--- config.mk ---
export PLATFORM = sky130hd
export DESIGN_NAME = reg_feed_fifo
export DESIGN_NICKNAME = d
export VERILOG_FILES = /design/src/rtl/reg_feed_fifo.sv
export SDC_FILE = /design/constraint.sdc
export NUM_CORES = 1
export LEC_CHECK = 0
export ABC_AREA = 1
export CORE_MARGIN = 2
export CORE_UTILIZATION = 57
export DETAILED_ROUTE_END_ITERATION = 8
export PLACE_DENSITY = 0.86
export SLEW_MARGIN = 40
export SYNTH_ARGS = -nofsm -noshare
export SYNTH_HDL_FRONTEND = slang
export SYNTH_SLANG_ARGS = --single-unit
--- constraint.sdc ---
create_clock -name clk -period 3.95 [get_ports clk]
set_input_delay 0.79 -clock clk [delete_from_list [all_inputs] [get_ports clk]]
set_output_delay 0.79 -clock clk [all_outputs]
set_load 0.01 [all_outputs]
--- src/rtl/reg_feed_fifo.sv ---
// Purpose: small FIFO feeding a data register's data_in; holds the last popped word on rd_data.
// Latency: 1 cycle from an accepted rd_en to rd_data/rd_valid; no fall-through when empty.
// Backpressure: full/empty are decoded from count; dropped writes/rejected reads set sticky flags.
module reg_feed_fifo #(
    parameter int WIDTH  = 8,
    parameter int DEPTH  = 4,
    parameter int ADDR_W = 2
) (
    input  logic              clk,
    input  logic              rst,
    input  logic              wr_en,
    input  logic [WIDTH-1:0]  wr_data,
    output logic              full,
    input  logic              rd_en,
    output logic [WIDTH-1:0]  rd_data,
    output logic              rd_valid,
    output logic              empty,
    output logic [ADDR_W:0]   count,
    output logic              overflow,
    output logic              underflow
);

    localparam logic [ADDR_W:0] FULL_CNT = (ADDR_W+1)'(DEPTH);

    logic [WIDTH-1:0]  mem [DEPTH];
    logic [ADDR_W-1:0] wr_ptr;
    logic [ADDR_W-1:0] rd_ptr;
    logic              rd_accept;
    logic              wr_accept;

    assign full      = (count == FULL_CNT);
    assign empty     = (count == '0);
    assign rd_accept = rd_en && !empty;
    // A pop on the same edge frees a slot, so a full FIFO can still take a write.
    assign wr_accept = wr_en && (!full || rd_accept);

    always_ff @(posedge clk) begin
        if (!rst && wr_accept) begin
            mem[wr_ptr] <= wr_data;
        end
    end

    always_ff @(posedge clk) begin
        if (rst) begin
            wr_ptr    <= '0;
            rd_ptr    <= '0;
            count     <= '0;
            rd_data   <= '0;
            rd_valid  <= 1'b0;
            overflow  <= 1'b0;
            underflow <= 1'b0;
        end else begin
            rd_valid <= rd_accept;
            if (wr_accept) begin
                wr_ptr <= wr_ptr + 1'b1;
            end
            if (rd_accept) begin
                rd_data <= mem[rd_ptr];
                rd_ptr  <= rd_ptr + 1'b1;
            end
            case ({wr_accept, rd_accept})
                2'b10:   count <= count + 1'b1;
                2'b01:   count <= count - 1'b1;
                default: count <= count;
            endcase
            if (wr_en && !wr_accept) begin
                overflow <= 1'b1;
            end
            if (rd_en && !rd_accept) begin
                underflow <= 1'b1;
            end
        end
    end

endmodule
# --- Yosys cells after proc, flatten, opt, wreduce, memory -nomap -nowiden ---
# Memories as Yosys holds them, arrays and structs flattened. A register that Yosys moved wholly into a read port is not among the register bits.
# Index checks and enable logic that the tools add are counted.
word_totals:
  out_inout_bits: 16
  memories: 1
  reg_bits: 10
  inputBits: 12
  ram_bits: 32
  wordCells: 30
op_classes:
  n_eq_ne: 3
  n_reduce_logical: 13
  n_addsub: 4
  n_mux: 3
memory_table:
  columns: ["memory", "words", "word_bits", "read_ports", "rd_clocked_by_memory_dff", "wr", "line", "source"]
  rows:
  - ["mem", 4, 8, 1, 1, 1, "25", "logic [WIDTH-1:0] mem [DEPTH];"]
op_table:
  columns: ["cell", "n"]
  rows:
  - ["$pmux 3 s2", 1]
  - ["$logic_and 1x1->1", 5]
  - ["$logic_not 1->1", 5]
  - ["$add 2x1->2 const B", 2]
  - ["$add 3x1->3 const B", 1]
  - ["$eq 3x3->1 const B", 1]
  - ["$logic_not 3->1", 1]
  - ["$sub 3x1->3 const B", 1]
  - ["$eq 2x1->1 const B", 1]
  - ["$eq 2x2->1 const B", 1]
  - ["$mux 1", 2]
  - ["$reduce_bool 2->1", 1]
  - ["$logic_or 1x1->1", 1]

# --- Logic depth before layout (Yosys ltp) ---
logic_depth:
  ltp_word: 8
  ltp_mapped: 11
  depth_no_buf: 11

# --- Worst setup path before layout ---
# No wires, ideal clock.
synth_timing:
  kind: "in2reg"
  startpoint: "input rst"
  endpoint: "memory mem[0][0] (enable)"
  slack_ns: 2.159
  t_arrival_ns: 1.421
  path_stages: 3
  required_ns: 3.579
  path_cell_list: "inv_1 > nand3_2 > nor2_1"
synth_between:
  elab_chain_cells: 4
synth_lines:
  columns: ["element", "line", "source"]
  rows:
  - ["start: declaration", "10", "input logic rst,"]
  - ["$logic_not 1->1", "38", "if (!rst && wr_accept) begin"]
  - ["$logic_and 1x1->1", "38", null]
  - ["$mux 1", "38", null]
  - ["$mux 1 (not written as such)", "39", "mem[wr_ptr] <= wr_data;"]
  - ["end: declaration", "25", null]
# No other way between the ends.

# --- Worst setup path in the final report ---
layout_timing:
  startpoint: "register count[0]"
  endpoint: "output full"
layout_between:
  elab_chain_cells: 1
layout_lines:
  columns: ["element", "line", "source"]
  rows:
  - ["start: declaration", "18", "output logic [ADDR_W:0] count,"]
  - ["start signal: assignment", "62", "2'b10: count <= count + 1'b1;"]
  - ["start signal: assignment", "63", "2'b01: count <= count - 1'b1;"]
  - ["start signal: assignment", "64", "default: count <= count;"]
  - ["$eq 3x3->1", "31", "assign full = (count == FULL_CNT);"]
  - ["end: declaration", "13", "output logic full,"]
# No other way between the ends.

==> results.sh <==
export IMPL_start_kind="register"
export IMPL_ys_types=28
export IMPL_arrival_ps=1600
export IMPL_end_kind="output pin"
export IMPL_yosysSeqAreaShare=0.6400
export IMPL_die_y_um=64.18
export IMPL_final_setup_tns_ps=0
export IMPL_dp_slack_ps=1225
export IMPL_synthCells=183
export IMPL_nNetsFinal=229
export IMPL_portBuffers=27
export IMPL_hold_path_class="register to register"
export IMPL_hold_buffers=0
export IMPL_fmax_ghz=0.4187
export IMPL_wl_um=3979
export IMPL_num_rows=21
export IMPL_synth_seq_cells=50
export IMPL_post_route_util=0.7026
export IMPL_clk_latency_ps=360
export IMPL_hold_viol_final=0
export IMPL_slew_headroom=0.5335
export IMPL_finClkSkew_ps=8.771
export IMPL_leakagePower_uw=0.0008891
export IMPL_synth_area_um2=2064
export IMPL_cts_max_level=2
export IMPL_clk_pin_slew_ps=130
export IMPL_clockRootBuffer="clkbuf_4"
export IMPL_peakVddDrop_mv=0.2710
export IMPL_antenna_found_initial=0
export IMPL_postPlaceCellArea_um2=2346
export IMPL_post_cts_buffers=0
export IMPL_place_gp_congestion=0.8491
export IMPL_wire_per_inst_um=15.36
export IMPL_cts_tree="done"
export IMPL_first_pass_iters=4
export IMPL_final_setup_viol_count=0
export IMPL_cts_inserted_buffers=5
export IMPL_core_area_um2=3416
export IMPL_ios=28
export IMPL_initial_utilization=0.6044
export IMPL_finalCritPeriodShare=0.6047
export IMPL_slowest_stage="clkdlybuf4s50_1"
export IMPL_period_needed_ps=2388
export IMPL_first_global_vias=1339
export IMPL_power_density_nw_per_um2=486.5
export IMPL_drv_cap=0
export IMPL_insertedDiodeCount=0
export IMPL_postRouteAntennaNets=0
export IMPL_syn_to_final_growth_pct=16.24
export IMPL_grt_pass1_wl_um=6396
export IMPL_final_area_um2=2400
export IMPL_clockBufferDepth=2
export IMPL_drc=0
export IMPL_die_area_um2=4119
export IMPL_status="finished, final reports clean"
export IMPL_synth_nets=200
export IMPL_vias=1412
export IMPL_layout_common_cells="42 x nor2_1, 32 x edfxtp_1, 27 x clkdlybuf4s50_1, 22 x o21ai_0, 18 x dfxtp_1"
export IMPL_grt_overflow_total=0
export IMPL_crit_fanout=3
export IMPL_worst_slack_ps=1562
export IMPL_die_w_um=64.18
export IMPL_grt_max_degree=19
export IMPL_max_stage_delay_ps=530
export IMPL_clock_sinks=50
export IMPL_drive_above_1_share=0.1033
export IMPL_synth_avg_cell_area_um2=11.28
export IMPL_via_per_inst=5.452
export IMPL_crit_path_cell_trace="nor2_4, nand2_2, clkinv_2, clkdlybuf4s50_1"
export IMPL_required_ps=3160
export IMPL_grt_use_total=0.2070
export IMPL_rsz0062_at_grt="false"
export IMPL_post_cts_resize_count=0
export IMPL_dpl_hpwl_um=2829
export IMPL_tightest_slew_ps=697.1
export IMPL_criticalPathCategory="register to output pin"
export IMPL_drtIter0Drc=94
export IMPL_final_common_cell="nor2_1"
export IMPL_yosysWarnings=0
export IMPL_slew_viol_final=0
## routing by layer
| layer | wire (um) | vias to the layer above | track usage |
|---|---|---|---|
| li1 | - | 684 | - |
| met1 | 1758 | 678 | 0.2753 |
| met2 | 1981 | 45 | 0.3372 |
| met3 | 182 | 5 | 0.04049 |
| met4 | 56 | 0 | 0.07979 |
| met5 | 0 | - | 0 |
## cells in the mapped netlist, drive strengths merged
cell type	instances	area share
nor2	43	0.082
edfxtp	32	0.47
o21ai	27	0.065
dfxtp	18	0.17
inv	17	0.036
nand2	11	0.042
o22ai	8	0.024
a21oi	6	0.015
buf	5	0.022
nand3	5	0.017
ha	4	0.024
nand4	2	0.0091
o21a	2	0.0073
a21boi	1	0.0036
clkinv	1	0.0024
fa	1	0.0097
## final timing paths
kind / startpoint / end / slack, ps / cells past startpoint
worst max-delay path: count[0] / full / 1560 / 4
worst max register to register: count[1] / mem[3][7] / 2160 / 6
worst min-delay path: overflow / overflow / 490 / 1
worst min register to register: overflow / overflow / 490 / 1
## flip-flops by register name (all words and copies together), names as in the netlist
signal	cells
count	3
mem	32
overflow	1
rd_data	8
rd_ptr	2
rd_valid	1
underflow	1
wr_ptr	2
## power by group
part	internal, uW	switching [uW]	leakage, uW
clock	66.8	151	0.0000303
combinational	137	172	0.000420
sequential	601	38.8	0.000439
total	806	362	0.000889
## through the flow
| stage | std cells | power [uW] | hold slack, ps |
|---|---|---|---|
| 2_1_floorplan | 183 | 843.4 | 490.8 |
| 3_3_place_gp | 251 | 947.2 | 453.1 |
| 3_5_place_dp | 251 | 957.3 | 463.1 |
| 4_1_cts | 259 | 1171 | 493.4 |
| 5_1_grt | 259 | 1232 | 516.7 |
| 6_report | 259 | 1168 | 493.5 |
## cell type report
| type | count | area, um^2 |
|---|---|---|
| Clock inverter | 3 | 16.27 |
| Clock buffer | 5 | 37.54 |
| Multi-Input combinational cell | 110 | 618.1 |
| Sequential cell | 50 | 1321 |
| Timing Repair Buffer | 27 | 270.3 |
| Tap cell | 46 | 57.56 |
| Fill cell | 250 | 1016 |
| Inverter | 18 | 78.83 |
## worst max-delay path, delay by kind of cell (launching register included)
family                 cells  cell delay, ps
and+or+nand+nor            2             270
buffers and inverters      2             610
DFF                        1             370
## cell families after synthesis
logic type | synth area share
AO/OA/AOI/OAI | 0.1152
AND/OR/NAND/NOR | 0.1503
adder cells (fa/ha/maj) | 0.03394
buffers and inverters | 0.06061
flip-flops | 0.6400
(Power assumes the default switching activity.)
